<file path="config.mk">
export PLATFORM = sky130hd
export DESIGN_NAME = light_sequence_monitor
export DESIGN_NICKNAME = d
export VERILOG_FILES = /design/src/rtl/light_sequence_monitor.sv
export SDC_FILE = /design/constraint.sdc
export NUM_CORES = 1
export LEC_CHECK = 0
export CORE_ASPECT_RATIO = 1.75
export CORE_UTILIZATION = 40
export CTS_CLUSTER_SIZE = 25
export DETAILED_ROUTE_END_ITERATION = 16
export PLACE_DENSITY = 0.66
export SLEW_MARGIN = 10
export SYNTH_ARGS = -nofsm -noshare
export SYNTH_HDL_FRONTEND = slang
export SYNTH_SLANG_ARGS = --single-unit
</file>
<file path="constraint.sdc">
create_clock -name clk -period 10.05 [get_ports clk]
set_clock_uncertainty 0.15 [all_clocks]
set_input_delay 1.005 -clock clk [delete_from_list [all_inputs] [get_ports clk]]
set_output_delay 1.005 -clock clk [all_outputs]
set_load 0.02 [all_outputs]
</file>
<file path="src/rtl/light_sequence_monitor.sv">
// Passive safety monitor for the two-lane traffic-light sequencer outputs.
// Tracks per-lane phase, dwell and all-red clearance, and latches the first fault with a code.
module light_sequence_monitor #(
   parameter int CNT_W      = 32,
   parameter int MIN_GREEN  = 20,
   parameter int MIN_YELLOW = 5,
   parameter int MAX_RED    = 200,
   parameter int CLEAR      = 2
) (
   input  logic             clk,
   input  logic             reset,
   input  logic [1:0]       light_a,
   input  logic [1:0]       light_b,
   input  logic             clear,
   output logic             fault,
   output logic [2:0]       fault_code,
   output logic             fault_lane,
   output logic [7:0]       fault_count,
   output logic [CNT_W-1:0] dwell_a,
   output logic [CNT_W-1:0] dwell_b,
   output logic             change_a,
   output logic             change_b
);

   localparam logic [1:0] PH_RED     = 2'b00;
   localparam logic [1:0] PH_GREEN   = 2'b01;
   localparam logic [1:0] PH_YELLOW  = 2'b10;
   localparam logic [1:0] PH_ILLEGAL = 2'b11;

   localparam int AR_W = (CLEAR > 0) ? $clog2(CLEAR + 1) : 1;
   localparam logic [AR_W-1:0]  CLEAR_C      = AR_W'(CLEAR);
   localparam logic [AR_W-1:0]  AR_ONE       = AR_W'(1);
   localparam logic [CNT_W-1:0] MIN_GREEN_C  = CNT_W'(MIN_GREEN);
   localparam logic [CNT_W-1:0] MIN_YELLOW_C = CNT_W'(MIN_YELLOW);
   localparam logic [CNT_W-1:0] MAX_RED_C    = CNT_W'(MAX_RED);
   localparam logic [CNT_W-1:0] DWELL_ONE    = CNT_W'(1);
   localparam logic [CNT_W-1:0] DWELL_MAX    = {CNT_W{1'b1}};

   localparam logic [2:0] CODE_NONE      = 3'd0;
   localparam logic [2:0] CODE_ENCODING  = 3'd1;
   localparam logic [2:0] CODE_TRANS     = 3'd2;
   localparam logic [2:0] CODE_CONFLICT  = 3'd3;
   localparam logic [2:0] CODE_S_GREEN   = 3'd4;
   localparam logic [2:0] CODE_S_YELLOW  = 3'd5;
   localparam logic [2:0] CODE_TIMEOUT   = 3'd6;
   localparam logic [2:0] CODE_CLEARANCE = 3'd7;

   typedef struct packed {
      logic [1:0]       prev;
      logic [CNT_W-1:0] dwell;
      logic             change;
      logic             illegal;
      logic             trans;
      logic             clr;
      logic             sgreen;
      logic             syellow;
      logic             timeout;
   } lane_eval_t;

   // Next phase/dwell and fault flags for one lane; ar_short means the all-red interval is too short.
   function automatic lane_eval_t eval_lane(input logic [1:0] sample, input logic [1:0] prev,
                                            input logic [CNT_W-1:0] dwell, input logic ar_short);
      lane_eval_t r;
      r         = '0;
      r.prev    = prev;
      r.dwell   = dwell;
      r.illegal = (sample == PH_ILLEGAL);
      if (r.illegal) begin
         r.dwell = dwell;
      end else if (sample == prev) begin
         r.dwell = (dwell == DWELL_MAX) ? dwell : dwell + DWELL_ONE;
      end else begin
         r.prev   = sample;
         r.dwell  = DWELL_ONE;
         r.change = 1'b1;
         case ({prev, sample})
            {PH_RED, PH_GREEN}:    r.clr     = ar_short;
            {PH_GREEN, PH_YELLOW}: r.sgreen  = (dwell < MIN_GREEN_C);
            {PH_YELLOW, PH_RED}:   r.syellow = (dwell < MIN_YELLOW_C);
            default:               r.trans   = 1'b1;
         endcase
      end
      r.timeout = (sample == PH_RED) && (r.dwell == MAX_RED_C);
      return r;
   endfunction

   logic [1:0]       prev_a_r, prev_b_r;
   logic [CNT_W-1:0] dwell_a_r, dwell_b_r;
   logic             change_a_r, change_b_r;
   logic [AR_W-1:0]  all_red_r, all_red_nxt_s;
   logic             ar_short_s, conflict_s;
   lane_eval_t       lane_a_s, lane_b_s;
   logic             fault_any_s, lane_s;
   logic [2:0]       code_s;
   logic             fault_r, fault_lane_r;
   logic [2:0]       fault_code_r;
   logic [7:0]       fault_count_r;

   // Per-lane evaluation, conflict detection and all-red clearance tracking.
   always_comb begin
      ar_short_s = (all_red_r < CLEAR_C);
      lane_a_s   = eval_lane(light_a, prev_a_r, dwell_a_r, ar_short_s);
      lane_b_s   = eval_lane(light_b, prev_b_r, dwell_b_r, ar_short_s);
      conflict_s = (light_a != PH_RED) && (light_b != PH_RED);
      if ((light_a == PH_RED) && (light_b == PH_RED)) begin
         all_red_nxt_s = (all_red_r == CLEAR_C) ? all_red_r : all_red_r + AR_ONE;
      end else begin
         all_red_nxt_s = {AR_W{1'b0}};
      end
   end

   // First-fault priority: conflict, encoding, transition, clearance, short green, short yellow, timeout.
   always_comb begin
      fault_any_s = 1'b1;
      code_s      = CODE_NONE;
      lane_s      = 1'b0;
      if (conflict_s) begin
         code_s = CODE_CONFLICT;
      end else if (lane_a_s.illegal || lane_b_s.illegal) begin
         code_s = CODE_ENCODING;
         lane_s = ~lane_a_s.illegal;
      end else if (lane_a_s.trans || lane_b_s.trans) begin
         code_s = CODE_TRANS;
         lane_s = ~lane_a_s.trans;
      end else if (lane_a_s.clr || lane_b_s.clr) begin
         code_s = CODE_CLEARANCE;
         lane_s = ~lane_a_s.clr;
      end else if (lane_a_s.sgreen || lane_b_s.sgreen) begin
         code_s = CODE_S_GREEN;
         lane_s = ~lane_a_s.sgreen;
      end else if (lane_a_s.syellow || lane_b_s.syellow) begin
         code_s = CODE_S_YELLOW;
         lane_s = ~lane_a_s.syellow;
      end else if (lane_a_s.timeout || lane_b_s.timeout) begin
         code_s = CODE_TIMEOUT;
         lane_s = ~lane_a_s.timeout;
      end else begin
         fault_any_s = 1'b0;
      end
   end

   // Lane phase, dwell counters, change pulses and all-red counter.
   always_ff @(posedge clk) begin
      if (reset) begin
         prev_a_r   <= PH_RED;
         prev_b_r   <= PH_RED;
         dwell_a_r  <= {CNT_W{1'b0}};
         dwell_b_r  <= {CNT_W{1'b0}};
         change_a_r <= 1'b0;
         change_b_r <= 1'b0;
         all_red_r  <= CLEAR_C;
      end else begin
         prev_a_r   <= lane_a_s.prev;
         prev_b_r   <= lane_b_s.prev;
         dwell_a_r  <= lane_a_s.dwell;
         dwell_b_r  <= lane_b_s.dwell;
         change_a_r <= lane_a_s.change;
         change_b_r <= lane_b_s.change;
         all_red_r  <= all_red_nxt_s;
      end
   end

   // Sticky first-fault latch and saturating fault-event counter; a fault coincident with clear wins.
   always_ff @(posedge clk) begin
      if (reset) begin
         fault_r       <= 1'b0;
         fault_code_r  <= CODE_NONE;
         fault_lane_r  <= 1'b0;
         fault_count_r <= 8'd0;
      end else if (clear) begin
         fault_r       <= fault_any_s;
         fault_code_r  <= code_s;
         fault_lane_r  <= lane_s;
         fault_count_r <= fault_any_s ? 8'd1 : 8'd0;
      end else begin
         if (fault_any_s && !fault_r) begin
            fault_r      <= 1'b1;
            fault_code_r <= code_s;
            fault_lane_r <= lane_s;
         end
         if (fault_any_s && (fault_count_r != 8'hFF)) begin
            fault_count_r <= fault_count_r + 8'd1;
         end
      end
   end

   assign fault       = fault_r;
   assign fault_code  = fault_code_r;
   assign fault_lane  = fault_lane_r;
   assign fault_count = fault_count_r;
   assign dwell_a     = dwell_a_r;
   assign dwell_b     = dwell_b_r;
   assign change_a    = change_a_r;
   assign change_b    = change_b_r;

endmodule

</file>
==> results.yml <==
final_layout:
  layout_common_cells: "nor2_1, dfxtp_1, clkdlybuf4s50_1, nand2_1, nand3_1"
  final_cell_area_um2: 6880
  area_growth_pct: 21.0
  n_antenna_cell: 0
  final_nets: 807
  layout-drive-gt1-share_pct: 5.63
  final_common_cell: "nor2_1"
place:
  place_area_um2: 6550
  place_congestion: 0.961
  io_buffers: 85
  dp_hpwl_mm: 15.5
sta:
  slew_viol_final: 0
  fin_crit_ns: 4.78
  hold_viol: 0
  setup_viol: 0
  worstMarginPinSlew_ns: 1.11
  relSlewSlack_pct: 25.8
  fin_tns_setup_ns: 0
  fmax_mhz: 209
  rsz0062_at_grt: "no"
  timing.final.crit_share_pct: 47.6
synthesis:
  synth_fa_ha_area_share_pct: 1.28
  synth_compound_area_share_pct: 16.8
  synth_nets: 755
  synth_top_cells_by_area: "dfxtp_1, nor2_1, xor2_1, nand2_1, xnor2_1"
  ys_seq_area_share_pct: 29.9
  synth_top_family_by_area: "simple AND/OR/NAND/NOR gates"
  synth_ff_type: "dfxtp_1"
  synth_enable_flop_cells: 0
  synthMuxAreaShare_pct: 2.31
  netlist_area_um2: 5680
  yosys.area_share.simple_pct: 35.6
  yosysWarnings: 0
  synth_cell_types: 75
  synth_top_cell_area_share_pct: 29.9
  ys_ff_latch: 85
  synth_cells: 743
  syn_avg_cell_area_um2: 7.65
  yosysTopAreaCell: "dfxtp_1"
  async_flop_share_pct: 0
  synthXorXnorAreaFrac_pct: 8.78
grt:
  grt-ovfl-total: 0
  track_usage_pct: 27.9
  grt_pass1_wl_mm: 31.7
  antenna_found_initial: 0
  grt_pass1_vias: 5994
  grt_max_degree: 31
setup_path:
  path_cells: "clkdlybuf4s50_1 > and2_1 > a31oi_1 > nand4_1 > a2111o_1 > nor4_1 > nand4_1 > o21ba_1 > a2111oi_2 > a211oi_1"
  start_kind: "primary input"
  critPathMaxStageDelay_ns: 0.84
  cp.required_ns: 10.12
  crit_path_max_fanout: 14
  cp_top_family: "compound AO/OA/AOI/OAI gates"
  path_depth: 10
  crit_arrival_ns: 4.85
  ff2ff_setup_slack_ns: 5.33
  end_kind: "flop"
  path_class: "in2reg"
  crit_top_cell: "nand4_1"
  rr_worst_depth: 11
  cpMaxStageDelayCell: "a31oi_1"
  crit_buf_inv: 1
clock_tree:
  cts.root.buffer_cell: "clkbuf_16"
  cts_resized: 0
  htreeDepth: 3
  numCtsBuffers: 9
  cts_setup_buffers: 0
  ctsHoldBuffers: 0
  cts_tree: "built"
  clkSlewWorstSetupHoldPaths_ns: 0.06
  clk_latency_ns: 0.34
  clock-sinks: 85
  cts_max_path_buffers: 2
job:
  cap_violations: 0
routing:
  drt_wl_total_mm: 20.1
  first_pass_iters: 5
  vias: 6016
  drc: 0
  ant_nets: 0
  viasPerCell: 6.16
  drtIter0Drc: 315
  detail_route.wl_per_cell_um: 20.6
power_and_ir_drop:
  powerDensity_nw_per_um2: 116
  vdd_ir_drop_max_v: 0.000101
  p_leak_nw: 2.33
floorplan:
  rows: 57
  dieHeight_um: 160
  ios: 86
  die_area_um2: 14700
  die_x_um: 92.1
  core-area_um2: 13900
  initial_utilization_pct: 40.9
outcome:
  status: "finished, final reports clean"
worst_hold_path:
  hp-class: "reg2reg"
  hold_path_depth: 1
-- cell usage after synthesis (19+ instances only) --
library cell and n:
xor2_1 30, nor4_1 27, nand3_1 42, dfxtp_1 85, inv_1 23, clkbuf_1 20, and3_1 26, nand4_1 32
nand2_1 66, xnor2_1 27, a21oi_1 27, nor2_1 88, o21ai_0 27, nor3_1 25, buf_2 19
-- registers in the layout, indices dropped and copies added (netlist names) --
| register | cells |
|---|---|
| dwell_a | 32 |
| dwell_b | 32 |
| fault_count | 8 |
| fault_code | 3 |
| all_red_r | 2 |
| prev_a_r | 2 |
| prev_b_r | 2 |
| change_a | 1 |
| change_b | 1 |
| fault | 1 |
| fault_lane | 1 |
-- path summary, 6_finish.rpt --
path | startpoint | end
setup / recovery | light_b[1] | fault_count[6]
hold / removal | all_red_r[0] | all_red_r[0]
setup reg to reg | dwell_b[0] | fault_count[6]
hold reg to reg | all_red_r[0] | all_red_r[0]
-- final cells by class --
class / instances / area (um2)
clock buffers: 11 / 243
clock inverters: 5 / 83.8
fillers: 1417 / 7030
inverters: 24 / 90.1
multi-input cells: 589 / 3680
flip-flops and latches: 85 / 1700
well taps: 177 / 221
repair buffers: 86 / 858
-- per-layer routing --
layer	wire length, um	up-vias	global-route usage (%)
met5	0	-	0
met4	1540	0	21.3
met3	928	80	3.81
met2	11000	261	53.2
met1	6590	2846	25.8
li1	-	2829	-
-- cell families after synthesis --
kind of cell,Yosys count
AOI/OAI and AO/OA,134
xor gates and xnor gates,57
adders and majority gates,6
buffers and inverters,69
DFF,85
muxes,13
and+or+nand+nor,379
-- where the power goes --
part           internal [mW]  total (mW)  switching [mW]  leakage, nW
Sequential             0.343       0.352         0.00902        0.689
Combinational         0.0283      0.0781          0.0498         1.49
Clock                  0.225       0.370           0.145        0.152
Total                  0.596       0.800           0.204         2.33
-- metrics by stage --
step	std cells	power (mW)	hold slack [ns]	setup slack, ns	util, %
global route	977	0.832	0.317	5.00	49.5
CTS	977	0.807	0.295	5.34	49.5
floorplan	743	0.409	0.268	6.05	-
detailed placement	961	0.436	0.286	4.99	47.1
global placement	961	0.435	0.278	5.08	47.1
finish	977	0.800	0.294	5.27	49.5
(Power assumes the default switching activity.)
